===== src/rtl/pool2x2_window_ctrl.sv =====
// pool2x2_window_ctrl: sequences a 2x2 pooling line buffer and emits the max of each stride-2 window.
module pool2x2_window_ctrl #(
    parameter int IMG_W  = 28,
    parameter int IMG_H  = 28,
    parameter int DATA_W = 8
) (
    input  logic              clk,
    input  logic              rst_n,
    input  logic              start,
    input  logic              abort,
    input  logic              in_valid,
    input  logic [DATA_W-1:0] in_data,
    output logic              in_ready,
    output logic              buf_en,
    output logic [DATA_W-1:0] buf_data,
    input  logic [DATA_W-1:0] tap_tl,
    input  logic [DATA_W-1:0] tap_tr,
    input  logic [DATA_W-1:0] tap_bl,
    input  logic [DATA_W-1:0] tap_br,
    output logic              pool_valid,
    output logic [DATA_W-1:0] pool_data,
    output logic              frame_done,
    output logic              busy
);
    localparam int CW = $clog2(IMG_W);
    localparam int RW = $clog2(IMG_H);

    typedef enum logic [1:0] {IDLE, RUN, DRAIN} state_t;

    state_t            state;
    logic [CW-1:0]     col;
    logic [RW-1:0]     row;
    logic              win_pend;
    logic              accept;
    logic              last_col;
    logic              last_row;
    logic [DATA_W-1:0] max_t;
    logic [DATA_W-1:0] max_b;
    logic [DATA_W-1:0] max_all;

    assign in_ready = state == RUN;
    assign accept   = in_valid & in_ready & ~abort;
    assign buf_en   = accept;
    assign buf_data = in_data;
    assign busy     = state != IDLE;
    assign last_col = col == CW'(IMG_W - 1);
    assign last_row = row == RW'(IMG_H - 1);

    always_comb begin
        max_t   = tap_tl > tap_tr ? tap_tl : tap_tr;
        max_b   = tap_bl > tap_br ? tap_bl : tap_br;
        max_all = max_t > max_b ? max_t : max_b;
    end

    always_ff @(posedge clk or negedge rst_n) begin
        if (!rst_n) begin
            state      <= IDLE;
            row        <= '0;
            col        <= '0;
            win_pend   <= 1'b0;
            pool_valid <= 1'b0;
            pool_data  <= '0;
            frame_done <= 1'b0;
        end else if (abort) begin
            state      <= IDLE;
            row        <= '0;
            col        <= '0;
            win_pend   <= 1'b0;
            pool_valid <= 1'b0;
            frame_done <= 1'b0;
        end else begin
            // a window closes on the bottom-right pixel of each 2x2 block
            win_pend   <= accept & row[0] & col[0];
            pool_valid <= win_pend;
            frame_done <= win_pend & (state == DRAIN);
            if (win_pend)
                pool_data <= max_all;
            if (accept) begin
                col <= last_col ? '0 : col + 1'b1;
                if (last_col)
                    row <= last_row ? '0 : row + 1'b1;
            end
            case (state)
                IDLE: if (start) begin
                    row   <= '0;
                    col   <= '0;
                    state <= RUN;
                end
                RUN:     if (accept && last_row && last_col) state <= DRAIN;
                DRAIN:   if (pool_valid) state <= IDLE;
                default: state <= IDLE;
            endcase
        end
    end
endmodule

===== config.mk =====
export PLATFORM = sky130hd
export DESIGN_NAME = pool2x2_window_ctrl
export DESIGN_NICKNAME = d
export VERILOG_FILES = /design/src/rtl/pool2x2_window_ctrl.sv
export SDC_FILE = /design/constraint.sdc
export NUM_CORES = 1
export LEC_CHECK = 0
export BUFFER_PORTS_ARGS = -buffer_cell sky130_fd_sc_hd__buf_2
export CAP_MARGIN = 5
export CORE_UTILIZATION = 35
export DETAILED_ROUTE_END_ITERATION = 8
export GPL_TIMING_DRIVEN = 0
export PLACE_DENSITY = 0.57
export SLEW_MARGIN = 20
export SYNTH_ARGS = -nofsm -noshare
export SYNTH_HDL_FRONTEND = slang
export SYNTH_SLANG_ARGS = --single-unit

===== constraint.sdc =====
create_clock -name clk -period 1.9 [get_ports clk]
set_clock_uncertainty 0.15 [all_clocks]
set_input_delay 0.19 -clock clk [delete_from_list [all_inputs] [get_ports clk]]
set_output_delay 0.19 -clock clk [all_outputs]
set_load 0.005 [all_outputs]

-- Yosys cells after proc, flatten, opt, wreduce, memory -nomap -nowiden
Cells that the tools add are included.
- register bits after elaboration: 23
- bits of input ports: 45
- output and inout port bits: 21
- word-level logic and storage cells: 53
- $add $sub $neg: 2
- order comparisons: 3
- eq/ne operators: 7
- mux-type cells: 22
- bitwise gates (word level): 6
- reductions and logical operators: 6
- operator list (operator ; number):
    two-way mux 5 bit ; 11
    greater-than comparator 8 bit ; 3
    two-way mux 8 bit ; 3
    adder 5 x 1 -> 5 bit, second input constant ; 2
    == test 5 bit, second input constant ; 2
    two-way mux 2 bit ; 4
    != test 3 bit, second input constant ; 2
    case mux 2 bit (3 select lines) ; 1
    bitwise AND 1 bit ; 5
    two-way mux 1 bit ; 3
    != test 3 x 2 -> 1 bit, second input constant ; 1
    AND reduction 3 bit ; 1
    == test 2 x 1 -> 1 bit, second input constant ; 1
    == test 2 bit, second input constant ; 1
    logical AND 1 bit ; 2
    zero test 2 bit ; 1
    AND reduction 2 bit ; 1
    nonzero test 2 bit ; 1
    NOT 1 bit ; 1

-- Longest topological paths before layout
Gate-level depths: netlist of run 1.
- depth after elaboration: 8
- mapped depth: 17
- mapped depth without buffers: 15

-- Worst setup path after synthesis of run 1
OpenSTA, ideal clock, no wires.
- path kind: input to register
- start: in tap_tr[5]
- end: reg pool_data[0]
- library setup time: 0.095 ns
- arrival: 2.813 ns
- required time: 1.655 ns
- slack: -1.159 ns
- stages on the path: 14
- buffers on the path: 2
- cells stage by stage: inv_1 > ha_1 > a211oi_2 > o21bai_1 > mux2_4 > buf_2 > a31o_1 > ha_1 > a211oi_1 > nor2_1 > o31ai_4 > buf_4 > a211oi_1 > o31ai_1
- cells in the longest elaborated chain, start to end: 4
- ends and longest elaborated chain (element ; line ; RTL):
    start: declaration ; 17 ; input logic [DATA_W-1:0] tap_tr,
    greater-than comparator 8 bit ; 50 ; max_t = tap_tl > tap_tr ? tap_tl : tap_tr;
    two-way mux 8 bit (*) ; 50 ;
    greater-than comparator 8 bit ; 52 ; max_all = max_t > max_b ? max_t : max_b;
    two-way mux 8 bit (*) ; 52 ;
    end signal: assignment ; 77 ; pool_data <= max_all;
    end: declaration ; 21 ; output logic [DATA_W-1:0] pool_data,
Mark *: on every way between the ends. The rest lies on a longest branch, timed or not.
A chain may end at the register's enable or synchronous reset.

-- Worst setup path in the final report of run 1
- start: in tap_br[1]
- end: reg pool_data[6]
- cells in the longest elaborated chain, start to end: 4
- ends and longest elaborated chain (element ; line ; RTL):
    start: declaration ; 19 ; input logic [DATA_W-1:0] tap_br,
    greater-than comparator 8 bit ; 51 ; max_b = tap_bl > tap_br ? tap_bl : tap_br;
    two-way mux 8 bit (*) ; 51 ;
    greater-than comparator 8 bit ; 52 ;
    two-way mux 8 bit (*) ; 52 ;
Marked as above.

==> impl_results.md, run 1 <==
* Worst Hold Slack at 0.123 ns
* DRC at 0
* Share of layout cells above drive strength 1 at 0.461
* Die Area at between 6000 and 7000 µm²
* Routed wire length at slightly below 6 mm
* First-pass GRT wire length at 9.07 mm
* Tot GR Track Use at 0.178
* Syn_nets at between 300 and 400
* Synth Cell Area at between 2000 and 2500 µm²
* Final Util at 0.520
* Crit Path Class: primary input to register
* Layout area overhead at 43.1%
* H-tree Lvls at 1
* Initial antenna violation count at 0
* Prevailing post-synth register cell: dfrtp_1
* WP buf/inv at 4
* Synth Register Bits at 23
* Crit. End Element: register
* Critical path's top delay family: compound AO/OA/AOI/OAI gates
* Worst Path Required at 1.93 ns
* Cells after DPL at 370
* Part of the power in the clock network at 0.185
* Comb power frac at 0.517
* Final Hold Vio Count at 0
* Mean post-synth cell area at ~9.1 µm²
* Unique cell type count in the Yosys netlist at 50
* Ports at 66
* Register area at ~580 µm²
* Worst EP arrival at around 3.0 ns
* Critical path peak fanout at 8
* Initial DRT Pass Iterations at 4
* Root buffer cell: clkbuf_8
* Async S/R FF share, synth at 1.00
* Vias in the first global route at 1,943
* Pin count of the biggest net entering global routing at 24
* Maximum vdd drop at around 0.28 mV
* Vias per cell at between 5 and 6
* Longest Clk Path Bufs at 2
* Int Pwr at 0.00107 W
* Final Setup Violations at 8
* Worst hold path type: primary input to register
* Footprint of the multi-input gates at 1640 µm²
* RSZ-0062 raised after global routing: yes
* Tcrit/Tclk final at 1.58
* Slowest-stage cell, CP: o31ai_4
* Status: finished, violations left
* Num CTS Buffers at 3
* Routed WL per cell at ~15 µm
* Core area at between 5000 and 6000 µm²
* Diode count at 0
* Crit path time final at between 3 and 4 ns
* Die Ht at slightly above 80 µm
* Worst path max stage delay at 0.36 ns
* Clk Latency, worst-skew pair at around 0.26 ns
* IO buf count at 57
* Via count at 2,101
* Layout Cells excl Fill at a little under 400
* DPL Wire Length at between 4 and 5 mm
* Ys Warns at 0
* Slew HR at 0.641
* Share of power burned in registers at 0.298
* Placed Area at around 2700 µm²
* Violated checks: negative setup slack
* GP Congestion at 0.734
* Clock slew at reported path FFs at 0.09 ns
* Startpoint Class: primary input
* CP cell instances: buf_12, inv_12, ha_4, nor2b_4, o211ai_2, a211oi_4, buf_6, nor2_4, a21boi_2, ha_4, nor2b_4, o211ai_2, a21oi_2, o31ai_4, buf_6, a311oi_4, o31ai_1
* Mapped Cells at 238
* Worst setup margin at -1.11 ns
* Max Slew Vio Count at 0
* Sw Pwr at between 0.0005 and 0.0006 W
* Row cnt at 28
* Actual slew at the worst max-slew pin at between 0.5 and 0.6 ns
* Die width at 80.6 µm
* Starting Density at 0.363
* Max Fclk at around 330 MHz
* Leak Pwr at around 1.5 nW
* CTS tree: done
* Maxcap violations at 0
* DRT antenna net count at 0
* Number of DRC markers in iteration 0 at about 150
* Layout Nets at 393
* GR Overflow Total at 0
* Number of synthesized flops with an enable pin at 0
* Clk sink count at 23
* Post-synthesis sequential area ratio at 0.266
* # fillers at 574
* Final Instance Area at just over 3000 µm²
* Sw frac at 0.355
* Pwr/cell area at approximately 530 nW/µm²
* Power after layout at about 0.0017 W
[final timing paths]
check	from	to	slack (ns)	cells past startpoint
worst min register to register	pool_data[0]$_DFFE_PN0P_	pool_data[0]$_DFFE_PN0P_	0.34	2
worst max register to register	col[1]$_DFF_PN0_	row[3]$_DFF_PN0_	0.11	6
min in group asynchronous	rst_n	row[2]$_DFF_PN0_	0.29	2
max in group asynchronous	rst_n	col[0]$_DFF_PN0_	0.96	2
worst min-delay path	start	state[0]$_DFFE_PN0P_	0.12	3
worst max-delay path	tap_br[1]	pool_data[6]$_DFFE_PN0P_	-1.11	17
[metal layers]
layer / global-route usage / up-vias / wire [µm]
met1: 0.259 / 975 / 2830
met4: 0.0429 / 0 / 54
met5: 0 / - / 0
met2: 0.286 / 62 / 2670
li1: - / 1058 / -
met3: 0.00795 / 6 / 217
[through the flow]
step	setup TNS, ns	setup slack [ns]
floorplan	-8.16	-1.03
global placement	-13.01	-1.64
detailed placement	-12.96	-1.63
CTS	-8.58	-1.08
global route	-9.75	-1.25
finish	-8.82	-1.11
[power groups by stage]
stage | Clock, W | Sequential (W) | Combinational [W]
after floorplan | 0 | 0.000503 | 0.000479
after global placement | 0 | 0.000504 | 0.000657
after detailed placement | 0 | 0.000504 | 0.000663
after CTS | 0.000313 | 0.000494 | 0.000781
after global routing | 0.000337 | 0.000494 | 0.000938
final | 0.000307 | 0.000494 | 0.000856
[what timing repair did]
action / in CTS / in global routing
resized for setup: 21 / 23
setup buffers: 9 / 9
endpoints found under the setup margin: 9 / 9
hold buffers: 2 / 0
pin swaps: 18 / 18
cloned: 2 / 0
endpoints found under the hold margin: 24 / 0
[placed cells by master, fill, tap and decap left out, types with 3 or more instances in the layout]
master,Yosys,routed
dfrtp_1,23,23
inv_2,1,7
clkbuf_1,4,3
buf_2,2,51
nand4_1,7,7
a311oi_1,6,5
o31ai_1,8,8
a31o_1,5,5
a21boi_1,7,4
ha_4,0,12
nor3_1,4,4
a21boi_2,0,3
buf_4,9,25
and3_1,4,3
o21ai_0,9,7
inv_1,19,11
a211oi_2,1,3
ha_1,26,13
a21oi_1,20,16
nand3_1,4,4
nand2_1,17,16
o21ai_1,3,5
o311a_1,8,8
a21o_1,4,4
nor3b_1,3,3
clkbuf_8,0,4
a21oi_2,1,4
nor2_1,8,8
buf_6,3,12
[tightest hold or removal path, delay by kind of cell]
kind / cells / cell delay (ns)
AO/OA/AOI/OAI: 1 / 0.15
AND/OR/NAND/NOR: 1 / 0.06
buffers and inverters: 1 / 0.10
[logic make-up (layout without fill, tap and decap cells)]
logic type / count (synthesis) / in the layout / share of synthesized area
compound gates: 86 / 86 / 0.298
fa+ha+maj: 26 / 26 / 0.150
buf+inv: 38 / 120 / 0.0931
flops: 23 / 23 / 0.266
mux: 2 / 3 / 0.0116
simple gates: 63 / 63 / 0.182
[cell usage after synthesis, types with 2 or more instances]
cell type	instances	area share
a211oi_1	4	0.014
a21boi_1	7	0.024
a21o_1	4	0.014
a21oi_1	20	0.046
a311oi_1	6	0.024
a31o_1	5	0.020
a41oi_1	2	0.0081
and3_1	4	0.012
and4b_1	2	0.0092
buf_2	2	0.0046
buf_4	9	0.031
buf_6	3	0.016
clkbuf_1	4	0.0069
dfrtp_1	23	0.27
ha_1	26	0.15
inv_1	19	0.033
nand2_1	17	0.029
nand3_1	4	0.0092
nand3b_4	2	0.018
nand4_1	7	0.020
nor2_1	8	0.014
nor2b_1	2	0.0058
nor3_1	4	0.0092
nor3b_1	3	0.010
o211ai_2	2	0.012
o21ai_0	9	0.021
o21ai_1	3	0.0069
o311a_1	8	0.037
o31ai_1	8	0.028
[sequential cells by signal, summed over array words and instances (netlist names)]
register    flops
col             5
frame_done      1
pool_data       8
pool_valid      1
row             5
state           2
win_pend        1
[area by class of cell]
cell class	instances	area share
multi-input cells	178	0.530
well taps	75	0.0303
clock inverters	1	0.00162
plain buffers	18	0.0481
clock buffers	3	0.0133
flip-flops and latches	23	0.186
inverters	20	0.0291
repair buffers	78	0.162
No activity file was read; power rests on OpenSTA's default activity.
==> run 2, diff against run 1 <==
--- a/config.mk
+++ b/config.mk
@@ -8,4 +8,5 @@
 export BUFFER_PORTS_ARGS = -buffer_cell sky130_fd_sc_hd__buf_2
 export CAP_MARGIN = 5
+export CORE_MARGIN = 1
 export CORE_UTILIZATION = 35
 export DETAILED_ROUTE_END_ITERATION = 8
==> constraint.sdc (replaced) <==
create_clock -name clk -period 2.9 [get_ports clk]
set_clock_uncertainty 0.15 [all_clocks]
set_input_delay 0 -clock clk [delete_from_list [all_inputs] [get_ports clk]]
set_output_delay 0 -clock clk [all_outputs]
set_load 0.005 [all_outputs]
==> impl_results.md, run 2 (synthesis results as in run 1) <==
* Die Ht at roughly 81 µm
* Core area at 5960 µm²
* Ports at between 60 and 70
* Worst EP arrival at ~2.8 ns
* Die Area at between 6000 and 7000 µm²
* DRT antenna net count at 0
* Tot GR Track Use at 0.168
* IO buf count at 57
* Clock slew at reported path FFs at 0.08 ns
* Worst Hold End: pool_data[1]$_DFFE_PN0P_
* Num CTS Buffers at 3
* Clk sink count at 23
* Biggest regs: pool_data: 8 flops, col: 5 flops, row: 5 flops
* Most flop-heavy register: pool_data
* Reg2Reg Depth at 7
* DPL Wire Length at roughly 4.2 mm
* GP Congestion at approximately 0.74
* Row cnt at 28
* Leak Pwr at 1.52 nW
* Initial DRT Pass Iterations at 4
* Crit path time final at 2.80 ns
* Longest Clk Path Bufs at 2
* Vias per cell at between 5 and 6
* Root buffer cell: clkbuf_8
* Setup TNS at 0 ns
* Worst r2r dst: state[0]$_DFFE_PN0P_
* Clk Latency, worst-skew pair at roughly 0.27 ns
* Starting Density at 0.363
* Max Fclk at approximately 360 MHz
* Tcrit/Tclk final at 0.965
* Pwr/cell area at between 300 and 400 nW/µm²
* H-tree Lvls at 1
* Routed wire length at a little over 6 mm
* Final Instance Area at roughly 3200 µm²
* Critical path peak fanout at 8
* Slew HR at 0.649
* DRC at 0
* CTS tree: done
* Number of DRC markers in iteration 0 at about 120
* Final Hold Vio Count at 0
* Layout Nets at 400
* Pin count of the biggest net entering global routing at 24
* Final Setup Violations at 0
* GR Overflow Total at 0
* Diode count at 0
* Most common cell after layout, fill and taps aside: buf_2
* Crit. End Element: register
* Max reg flops at 8
* Hold path start: tap_tr[1]
* Share of layout cells above drive strength 1 at 0.494
* Status: complete, no violations
* Layout area overhead at 49.4%
* Routed WL per cell at about 15 µm
* Vias in the first global route at roughly 1,800
* Crit Path Class: primary input to register
* Startpoint Class: primary input
* Die width at a little over 80 µm
* Max Slew Vio Count at 0
* Most frequent cells in the layout: buf_2, buf_4, dfrtp_1
* R2R setup slack at 0.72 ns
* RR Startpoint: col[0]$_DFF_PN0_
* WHS Path Cells at 3
* Worst Path Required at 2.92 ns
* Final Util at 0.543
* Initial antenna violation count at 0
* Via count at around 2,200
* First-pass GRT wire length at between 8 and 9 mm
* Maxcap violations at 0
* Placed Area at approximately 2500 µm²
* Actual slew at the worst max-slew pin at 0.526 ns
* Maximum vdd drop at about 0.17 mV
* Worst hold path type: primary input to register
## run 2: cell types whose count changed in the layout (fill, tap and decap cells not counted), moves of 3 or more
cell           previous run  this run
buf_2                    51        55
o21ai_2                   0         3
inv_1                    11        14
a21oi_4                   1         4
dlygate4sd3_1             2         7
a21oi_1                  16        11
a311oi_2                  0         3
## run 2: worst max-delay path by stage
stage | from | endpoint | slack [ns] | depth (start not counted)
3_3_place_gp | tap_br[1] | pool_data[1]$_DFFE_PN0P_ | -0.45 | 17
4_1_cts | tap_tl[5] | pool_data[1]$_DFFE_PN0P_ | 0.005 | 15
2_1_floorplan | tap_tr[5] | pool_data[0]$_DFFE_PN0P_ | 0.03 | 14
3_5_place_dp | tap_br[1] | pool_data[1]$_DFFE_PN0P_ | -0.49 | 17
6_report | tap_br[5] | pool_data[4]$_DFFE_PN0P_ | 0.10 | 17
5_1_grt | tap_br[5] | pool_data[4]$_DFFE_PN0P_ | -0.06 | 17
## run 2: per-stage QoR
step	total power (W)	worst slack [ns]	instances	hold slack (ns)
finish	0.00115	0.103	403	0.00342
global route	0.00121	-0.0645	403	0.00575
CTS	0.000947	0.00491	383	0.0161
detailed placement	0.000725	-0.489	370	-0.140
global placement	0.000722	-0.447	370	-0.141
floorplan	0.000611	0.0312	238	-0.446
## run 2: final cells by class
| class | count | area [µm²] |
|---|---|---|
| Inverter | 20 | 77.6 |
| Sequential cell | 23 | 576 |
| Buffer | 18 | 140 |
| Fill cell | 564 | 2720 |
| Timing Repair Buffer | 85 | 559 |
| Tap cell | 75 | 93.8 |
| Clock buffer | 4 | 45.0 |
| Multi-Input combinational cell | 178 | 1740 |
## run 2: power by group
| group | switching, W | internal, W |
|---|---|---|
| sequential | 0.00000210 | 0.000322 |
| combinational | 0.000305 | 0.000313 |
| clock | 0.000105 | 0.0000982 |
## run 2: critical path, stage by stage
cell and delay (ns):
buf_2 0.10, inv_1 0.07, ha_4 0.28, a21o_1 0.11, nand3_1 0.14, a21oi_4 0.26, buf_6 0.18, nor2_4 0.06
a21boi_4 0.17, ha_4 0.23, nor2b_4 0.12, o211ai_2 0.17, a21oi_2 0.09, o31ai_4 0.35, buf_6 0.19, a311oi_1 0.06
o31ai_1 0.23
## run 2: repair_timing
item                                    CTS  global route
resized for setup                         3            82
buffers inserted                          2            17
hold buffers                              7             0
pin swaps                                 2            30
endpoints found under the setup margin    8             8
gates cloned                              0             3
hold endpoints to repair                 28             0
## run 2: metal layers
layer / GRT usage / vias up / part of all wire
met5: 0 / - / 0
li1: - / 1082 / -
met4: 0.0482 / 0 / 0.011
met2: 0.256 / 57 / 0.47
met1: 0.249 / 1046 / 0.49
met3: 0.0125 / 7 / 0.034
==> run 3, diff against run 2 <==
Settings changed: HOLD_SLACK_MARGIN from default to 0.06, PLACE_DENSITY 0.57 to 0.59, REMOVE_ABC_BUFFERS from default to 1.
Clock period 2.9 ns to 2.5 ns, I/O delays scaled along.
==> impl_results.md, run 3 (synthesis results as in run 1) <==
* Crit path time final at approximately 2.8 ns
* Pwr/cell area at about 420 nW/µm²
* Critical path peak fanout at 6
* Vias per cell at between 5 and 6
* Crit Path Class: primary input to register
* GR Layer Usage met2 at 0.359
* Final Instance Area at around 3600 µm²
* Diode count at 0
* Maximum vdd drop at 0.210 mV
* Worst hold path type: primary input to register
* # fillers at around 490
* Violated checks: negative setup slack
* Worst setup margin at -0.332 ns
* Die Ht at slightly above 80 µm
* Max reg flops at 8
* Clock slew at reported path FFs at 0.10 ns
* Actual slew at the worst max-slew pin at 0.788 ns
* Maxcap violations at 0
* Root buffer cell: clkbuf_8
* Via count at ~2,300
* Biggest regs: pool_data: 8 flops, col: 5 flops, row: 5 flops
* Slew HR at 0.475
* CP startpoint: tap_br[3]
* DPL Wire Length at about 4 mm
* Most flop-heavy register: pool_data
* DRT antenna net count at 0
* Routed wire length at about 7.4 mm
* Final Setup Violations at 8
* Pin count of the biggest net entering global routing at 24
* Starting Density at 0.363
* RSZ-0062 raised after global routing: yes
* Met1 Track Usage GR at 0.285
* Most frequent cells in the layout: buf_2, dlygate4sd3_1, buf_4
* Status: finished, violations left
* Clk Latency, worst-skew pair at approximately 0.28 ns
* GR Overflow Total at 0
* Core area at roughly 6000 µm²
* Crit. End Element: register
* Worst Path Required at 2.49 ns
* DRC at 0
* Row cnt at 28
* GP Congestion at around 0.75
* Num CTS Buffers at 3
* Final Hold Vio Count at 0
* Leak Pwr at ~1.6 nW
* Tot GR Track Use at 0.217
* IO buf count at 49
* Hold path start: tap_br[7]
* Most common cell after layout, fill and taps aside: buf_2
* Share of layout cells above drive strength 1 at 0.516
* Clk sink count at 23
* First-pass GRT wire length at around 11 mm
* Max Fclk at 353 MHz
* H-tree Lvls at 1
* Number of DRC markers in iteration 0 at around 130
* Vias in the first global route at around 2,200
* Tcrit/Tclk final at 1.13
* Initial antenna violation count at 0
* Setup TNS at -2.31 ns
* Longest Clk Path Bufs at 2
* Layout Nets at ~410
* CTS tree: done
* Layout area overhead at 66.2%
* Initial DRT Pass Iterations at 4
* Ports at 66
* RR Startpoint: col[0]$_DFF_PN0_
* Die width at around 80 µm
* Max Slew Vio Count at 0
* Die Area at 6500 µm²
* Placed Area at approximately 2400 µm²
* Routed WL per cell at ~18 µm
* Worst EP arrival at about 2.8 ns
* Startpoint Class: primary input
* Layer with the highest usage: met2
* Grt met3 use at 0.0318
run 3: what timing repair did:
action | CTS | global route
pin swaps | 32 | 33
gates resized for setup | 70 | 39
endpoints found under the setup margin | 8 | 8
endpoints found under the hold margin | 43 | 1
cloned | 2 | 1
hold buffers | 27 | 1
setup buffers | 24 | 13
run 3: through the flow:
step | setup slack (ns) | total power [W] | instances | hold WS (ns) | utilization
3_5_place_dp | -1.18 | 0.000803 | 344 | -0.150 | 0.399
6_report | -0.332 | 0.00150 | 414 | 0.0293 | 0.604
4_1_cts | -0.258 | 0.00138 | 401 | 0.0653 | 0.558
5_1_grt | -0.469 | 0.00157 | 414 | 0.0575 | 0.604
3_3_place_gp | -1.11 | 0.000793 | 344 | -0.150 | 0.399
2_1_floorplan | -0.464 | 0.000679 | 220 | -0.446 | -
run 3: report_power, final:
part / total [W] / switching, W / internal, W
Combinational: 0.000867 / 0.000412 / 0.000455
Sequential: 0.000376 / 0.00000228 / 0.000373
Clock: 0.000260 / 0.000146 / 0.000113
run 3: path summary, 6_finish.rpt:
check / depth (start not counted) / slack, ns / end
max in group asynchronous: 2 / 1.76 / win_pend$_DFF_PN0_
min reg2reg: 1 / 0.34 / state[0]$_DFFE_PN0P_
max reg2reg: 6 / 0.32 / state[0]$_DFFE_PN0P_
min: 4 / 0.03 / pool_data[7]$_DFFE_PN0P_
max: 18 / -0.33 / pool_data[2]$_DFFE_PN0P_
min in group asynchronous: 2 / 0.08 / pool_data[3]$_DFFE_PN0P_
run 3: metal layers:
layer / vias up / wire length [µm]
li1: 1097 / -
met1: 1146 / 3190
met2: 83 / 3600
met3: 23 / 362
met4: 0 / 237
met5: - / 0
run 3: final cells by class:
class | instances | area [µm²] | area share
clock buffers | 3 | 41.3 | 0.0115
clock inverters | 1 | 7.51 | 0.00209
inverters | 20 | 77.6 | 0.0216
multi-input cells | 178 | 1850 | 0.515
flip-flops and latches | 23 | 576 | 0.160
well taps | 75 | 93.8 | 0.0261
repair buffers | 114 | 951 | 0.264
run 3: critical path, stage by stage:
cell	delay [ns]
buf_2	0.11
inv_2	0.05
ha_4	0.28
nand4_1	0.16
nor2_4	0.19
a211oi_4	0.08
buf_4	0.16
buf_4	0.14
o21ai_4	0.15
a21boi_4	0.21
ha_4	0.22
a211oi_2	0.20
nor2_2	0.09
o31ai_4	0.26
buf_6	0.15
buf_12	0.11
o311a_1	0.19
o31ai_2	0.08
